[src/rtl/apb4_master.sv]
// APB4 requester: turns a valid/ready command/response handshake into APB4 SETUP/ACCESS transfers.
// Optional ACCESS watchdog enabled by defining APB4_MASTER_TIMEOUT_EN.
module apb4_master #(
    parameter int ADDR_WIDTH     = 32,
    parameter int DATA_WIDTH     = 32,
    parameter int TIMEOUT_CYCLES = 16
) (
    input  logic                    clk,
    input  logic                    rst_n,
    input  logic                    cmd_valid,
    output logic                    cmd_ready,
    input  logic                    cmd_write,
    input  logic [ADDR_WIDTH-1:0]   cmd_addr,
    input  logic [DATA_WIDTH-1:0]   cmd_wdata,
    input  logic [DATA_WIDTH/8-1:0] cmd_strb,
    input  logic [2:0]              cmd_prot,
    output logic                    rsp_valid,
    input  logic                    rsp_ready,
    output logic [DATA_WIDTH-1:0]   rsp_rdata,
    output logic                    rsp_err,
    output logic [ADDR_WIDTH-1:0]   paddr,
    output logic                    psel,
    output logic                    penable,
    output logic                    pwrite,
    output logic [DATA_WIDTH-1:0]   pwdata,
    output logic [DATA_WIDTH/8-1:0] pstrb,
    output logic [2:0]              pprot,
    input  logic [DATA_WIDTH-1:0]   prdata,
    input  logic                    pready,
    input  logic                    pslverr
);

    localparam int STRB_W = DATA_WIDTH / 8;

    localparam logic [1:0] S_IDLE   = 2'd0;
    localparam logic [1:0] S_SETUP  = 2'd1;
    localparam logic [1:0] S_ACCESS = 2'd2;
    localparam logic [1:0] S_RESP   = 2'd3;

    if ((DATA_WIDTH != 8) && (DATA_WIDTH != 16) && (DATA_WIDTH != 32)) begin : g_bad_width
        $error("apb4_master: DATA_WIDTH must be 8, 16 or 32");
    end
    if (TIMEOUT_CYCLES < 1) begin : g_bad_timeout
        $error("apb4_master: TIMEOUT_CYCLES must be >= 1");
    end

    logic [1:0] state;
    logic       accept;

    assign cmd_ready = (state == S_IDLE) || ((state == S_RESP) && rsp_ready);
    assign accept    = cmd_valid && cmd_ready;

`ifdef APB4_MASTER_TIMEOUT_EN
    localparam int CNT_W = (TIMEOUT_CYCLES > 1) ? $clog2(TIMEOUT_CYCLES) : 1;
    localparam logic [CNT_W-1:0] CNT_LAST = CNT_W'(TIMEOUT_CYCLES - 1);

    logic [CNT_W-1:0] tmo_cnt;
`endif

    always_ff @(posedge clk or negedge rst_n) begin
        if (!rst_n) begin
            state     <= S_IDLE;
            psel      <= 1'b0;
            penable   <= 1'b0;
            pwrite    <= 1'b0;
            paddr     <= '0;
            pwdata    <= '0;
            pstrb     <= '0;
            pprot     <= '0;
            rsp_valid <= 1'b0;
            rsp_err   <= 1'b0;
            rsp_rdata <= '0;
`ifdef APB4_MASTER_TIMEOUT_EN
            tmo_cnt   <= '0;
`endif
        end else begin
            // A new command can be taken from IDLE or straight out of RESP.
            if (accept) begin
                paddr     <= cmd_addr;
                pwrite    <= cmd_write;
                pwdata    <= cmd_wdata;
                pstrb     <= cmd_write ? cmd_strb : {STRB_W{1'b0}};
                pprot     <= cmd_prot;
                psel      <= 1'b1;
                penable   <= 1'b0;
                rsp_valid <= 1'b0;
                state     <= S_SETUP;
            end else begin
                case (state)
                    S_SETUP: begin
                        penable <= 1'b1;
                        state   <= S_ACCESS;
`ifdef APB4_MASTER_TIMEOUT_EN
                        tmo_cnt <= '0;
`endif
                    end
                    S_ACCESS: begin
                        if (pready) begin
                            rsp_rdata <= pwrite ? '0 : prdata;
                            rsp_err   <= pslverr;
                            rsp_valid <= 1'b1;
                            psel      <= 1'b0;
                            penable   <= 1'b0;
                            state     <= S_RESP;
`ifdef APB4_MASTER_TIMEOUT_EN
                        end else if (tmo_cnt == CNT_LAST) begin
                            rsp_rdata <= '0;
                            rsp_err   <= 1'b1;
                            rsp_valid <= 1'b1;
                            psel      <= 1'b0;
                            penable   <= 1'b0;
                            state     <= S_RESP;
                        end else begin
                            tmo_cnt <= tmo_cnt + 1'b1;
`endif
                        end
                    end
                    S_RESP: begin
                        if (rsp_ready) begin
                            rsp_valid <= 1'b0;
                            state     <= S_IDLE;
                        end
                    end
                    default: state <= S_IDLE;
                endcase
            end
        end
    end

endmodule

[config.mk]
export PLATFORM = sky130hd
export DESIGN_NAME = apb4_master
export DESIGN_NICKNAME = d
export VERILOG_FILES = /design/src/rtl/apb4_master.sv
export SDC_FILE = /design/constraint.sdc
export NUM_CORES = 1
export LEC_CHECK = 0
export BUFFER_PORTS_ARGS = -buffer_cell sky130_fd_sc_hd__buf_4
export CORE_AREA = 2 2 100 102
export CTS_CLUSTER_SIZE = 25
export DETAILED_ROUTE_END_ITERATION = 8
export DIE_AREA = 0 0 102 104
export PLACE_DENSITY = 0.86
export SLEW_MARGIN = 20
export SYNTH_ARGS = -nofsm -noshare
export SYNTH_HDL_FRONTEND = slang
export SYNTH_SLANG_ARGS = --single-unit
export TNS_END_PERCENT = 10
[constraint.sdc]
create_clock -name clk -period 3.25 [get_ports clk]
set_clock_uncertainty 0.15 [all_clocks]
set_input_delay 0.4875 -clock clk [delete_from_list [all_inputs] [get_ports clk]]
set_output_delay 0.4875 -clock clk [all_outputs]
set_load 0.1 [all_outputs]
After elaboration in Yosys (flattened, before gate mapping)
Cells that the tools add are included.

Flip-flop bits (word level): 110. Input port bits: 110. Output and inout port bits: 109. Logic and storage cells: 45.

Equal/unequal tests: 5. Muxes and demuxes: 15. Bitwise gates (word level): 1. Reductions and logical operators: 13.

Operators with widths (number): $mux W32 (1); $mux W1 (7); $mux W2 (3); $ne A3 B3 Y1 const B (2); $pmux W2 S3 (1); $reduce_and A2 Y1 (3); $reduce_and A3 Y1 (2); $reduce_bool A3 Y1 (2); $eq A2 B2 Y1 const B (2); $mux W4 (1); $pmux W1 S2 (2); $reduce_bool A2 Y1 (2); $eq A2 B1 Y1 const B (1); $logic_and A1 B1 Y1 (2); $logic_not A2 Y1 (1); $logic_or A1 B1 Y1 (1); $not A1 Y1 (1).

Longest topological paths before layout
Depth in word-level cells: 6. Mapped depth: 8. Gate-level depth less buffers: 5.

Worst setup path before layout
Ideal clock, no wire load.

Path kind: register -> register. Start point: register state[0]. End point: register rsp_rdata[10]. Arrival time: 1.738 ns. Setup slack: 1.237 ns. Stages on the path, launching flop included: 7. Clock period less this slack: 2.013 ns. Cells stage by stage: dfrtp_1 ha_1 a21o_1 buf_6 a21oi_4 buf_6 mux2_2.

Cells in the longest elaborated chain, start to end: 6. Elaborated cells on any way between the ends: 8.

RTL lines: start, declared (RTL line 47) `logic [1:0] state;`; start signal, assigned (RTL line 62) `state <= S_IDLE;`; start signal, assigned (RTL line 87) `state <= S_SETUP;`; start signal, assigned (RTL line 92) `state <= S_ACCESS;`; $eq A2 B2 Y1 (RTL line 50) `assign cmd_ready = (state == S_IDLE) || ((state == S_RESP) && rsp_ready);`; $logic_and A1 B1 Y1 (RTL line 50); $logic_or A1 B1 Y1 (*) (RTL line 50); net cmd_ready (RTL line 11) `output logic cmd_ready,`; $logic_and A1 B1 Y1 (*) (RTL line 51) `assign accept = cmd_valid && cmd_ready;`; $not A1 Y1 (no source line) (*); $reduce_and A3 Y1 (no source line) (*); end signal, assigned (RTL line 99) `rsp_rdata <= pwrite ? '0 : prdata;`; end, declared (RTL line 19) `output logic [DATA_WIDTH-1:0] rsp_rdata,`.

Mark *: on every way through the listed nets, which the timed path passes. The rest lies on a longest branch. A chain may end at the register's enable or synchronous reset.

Worst setup path in the final report
Start point: register state[0]. End point: register pwdata[28].

Cells in the longest elaborated chain, start to end: 4. Elaborated cells on any way between the ends: 5.

RTL lines: $eq A2 B2 Y1 (RTL line 50); $logic_and A1 B1 Y1 (RTL line 50); $logic_or A1 B1 Y1 (*) (RTL line 50); $logic_and A1 B1 Y1 (*) (RTL line 51); end signal, assigned (RTL line 81) `pwdata <= cmd_wdata;`; end, declared (RTL line 25) `output logic [DATA_WIDTH-1:0] pwdata,`.

Every way passes the cells marked *; elsewhere a longest branch is shown, timed or not.

==> reports/summary.txt <==
status: completed
WL final: 10600 um
top cells by area, synth: dfrtp_1, mux2_2, mux2_4
Critical Setup Path Class: reg2reg
DR WL/cell: 16.3 um
area of the multi-input gates: 1720 sq um
height of the die: 104 um
min Tclk post-route: 2.37 ns
total CTS buffers: 9
GP Congestion: 0.733
vias in the first global route: 3384
H-tree lvl count: 3
Post-Syn Instances: 296
met3 Usage GRT: 0.0706
dpl cells: 637
hold_buf cts: 0
Tightest Pin Transition: 0.726 ns
post-synth top area share: 0.596
GR Overflow Total: 0
cell area after synthesis: 4620 sq um
setup total negative slack: 0 ns
Synth area leader: dfrtp_1
Final Non-Filler Cells: 653
Slew Viols, Final: 0
WP data required: 3.35 ns
Seq/Total Area, Yosys: 0.596
warnings from Yosys: 0
GR Util met1: 0.240
cell row count: 36
Register Area: 2750 sq um
Hold Path Class: in2async
RSZ-0062 raised after global routing: no
Layout area overhead: 42.0%
worst-path maximum fanout: 34
post-synth cell types: 27
CTS tree: built
crit path launch type: flop
Mean Syn Cell Area: 15.6 sq um
endpoints failing setup: 0
post-CTS setup buffers: 0
Root Buffer Master: clkbuf_8
# IOs: 219
DRT iter0 DRCs: 50
post-CTS resize count: 0
worst hold slack: 0.0233 ns
clk buf depth: 2
antenna-violating nets left: 0
Skew-Pair Late Insertion Delay: 0.36 ns
worst endpoint data arrival time: 2.47 ns
Setup crit end kind: flop
core box area: 9550 sq um
Starting Density: 0.483
share of layout cells above drive strength 1: 0.663
clk slew on worst S/H paths: 0.09 ns
#FFs+latches synth: 110
antenna violations before repair: 0
diode count: 0
GRT Total Usage: 0.204
DRC viols: 0
Top Usage Layer GRT: met2
Final Cycle Share: 0.731
width of the die: 102 um
fmax: 421 MHz
Fillers: 699
Synth Flop Type: dfrtp_1
Final Hold Vio Count: 0
PortBufs: 218
max cap viols: 0
Post-synth ARST share: 1.00
DR pass1 iterations: 4
Via density: 4.82
number of synthesized flops with an enable pin: 0
met2 GRT Util: 0.336
Finished Core Util: 0.687
largest net degree at the start of global routing: 58
most instantiated cells after synthesis: dfrtp_1, mux2_2, nor2b_1
dpl hpwl: 7790 um
Layout Nets: 629
most frequent cell after synthesis: dfrtp_1
Die ar.: 10600 sq um
Synth Net Count: 410
via count: 3150
Clock Sinks: 110
first-pass GRT wire length: 16900 um
Rel. slew slack: 0.516
==> critical path: stages, from the launching register on <==
cell,delay [ns]
dfrtp_1,0.43
ha_1,0.25
a21o_1,0.32
nand2_4,0.43
buf_4,0.31
mux2_2,0.36
==> cell type report <==
| type | instances | share of cell area |
|---|---|---|
| clock inverter | 3 | 0.00649 |
| sequential | 110 | 0.420 |
| timing repair buffer | 224 | 0.260 |
| multi-input combinational | 167 | 0.262 |
| inverter | 3 | 0.00172 |
| tap | 133 | 0.0254 |
| clock buffer | 13 | 0.0242 |
==> sequential cells by signal (all words and copies together) (netlist names) <==
signal	cells
pstrb	4
pwrite	1
rsp_rdata	32
pwdata	32
psel	1
rsp_valid	1
state	2
penable	1
pprot	3
rsp_err	1
paddr	32
==> cell usage in the layout, fill, tap and decap left out, types with 2 or more instances in the layout <==
master | synthesis | layout
a21bo_2 | 4 | 4
buf_12 | 0 | 2
buf_4 | 1 | 222
clkbuf_1 | 3 | 2
clkbuf_8 | 0 | 11
dfrtp_1 | 110 | 110
ha_1 | 4 | 4
inv_1 | 3 | 3
mux2_2 | 69 | 69
mux2_4 | 32 | 32
nand2_1 | 5 | 5
nand4_1 | 4 | 4
nor2b_1 | 34 | 34
o21ai_0 | 2 | 2
==> through the flow <==
stage               cell area, sq um  worst slack, ns
finish                          6560            0.875
floorplan                       4620             1.24
global placement                6350            0.977
global route                    6560            0.750
CTS                             6560            0.863
detailed placement              6350            0.866
==> layer usage <==
layer | routed length, um | vias to the layer above
met5 | 0 | -
met4 | 289 | 0
met3 | 980 | 25
met2 | 5260 | 146
met1 | 4110 | 1530
li1 | - | 1449
==> worst paths after layout <==
kind,from,to,slack [ns],cells past startpoint
worst min register to register,pstrb[2],pstrb[2],0.35,1
worst max register to register,state[0],pwdata[28],0.88,5
worst min-delay path,rst_n,rsp_rdata[13],0.02,1
worst max-delay path,state[0],pwdata[28],0.88,5
min in group clk,cmd_addr[29],paddr[29],0.20,2
max in group asynchronous,rst_n,pprot[0],2.18,2
==> cells by family (layout without fill, tap and decap cells) <==
family | Yosys count | after routing | synth area share
AND/OR/NAND/NOR | 49 | 49 | 0.0648
adder cells (fa/ha/maj) | 4 | 4 | 0.0108
multiplexers | 102 | 102 | 0.275
AO/OA/AOI/OAI | 12 | 12 | 0.0217
buffers and inverters | 19 | 243 | 0.0317
flip-flops | 110 | 110 | 0.596
Power is not shown: default switching activity piles up to over one toggle a cycle in this logic, so the estimate is an artifact.
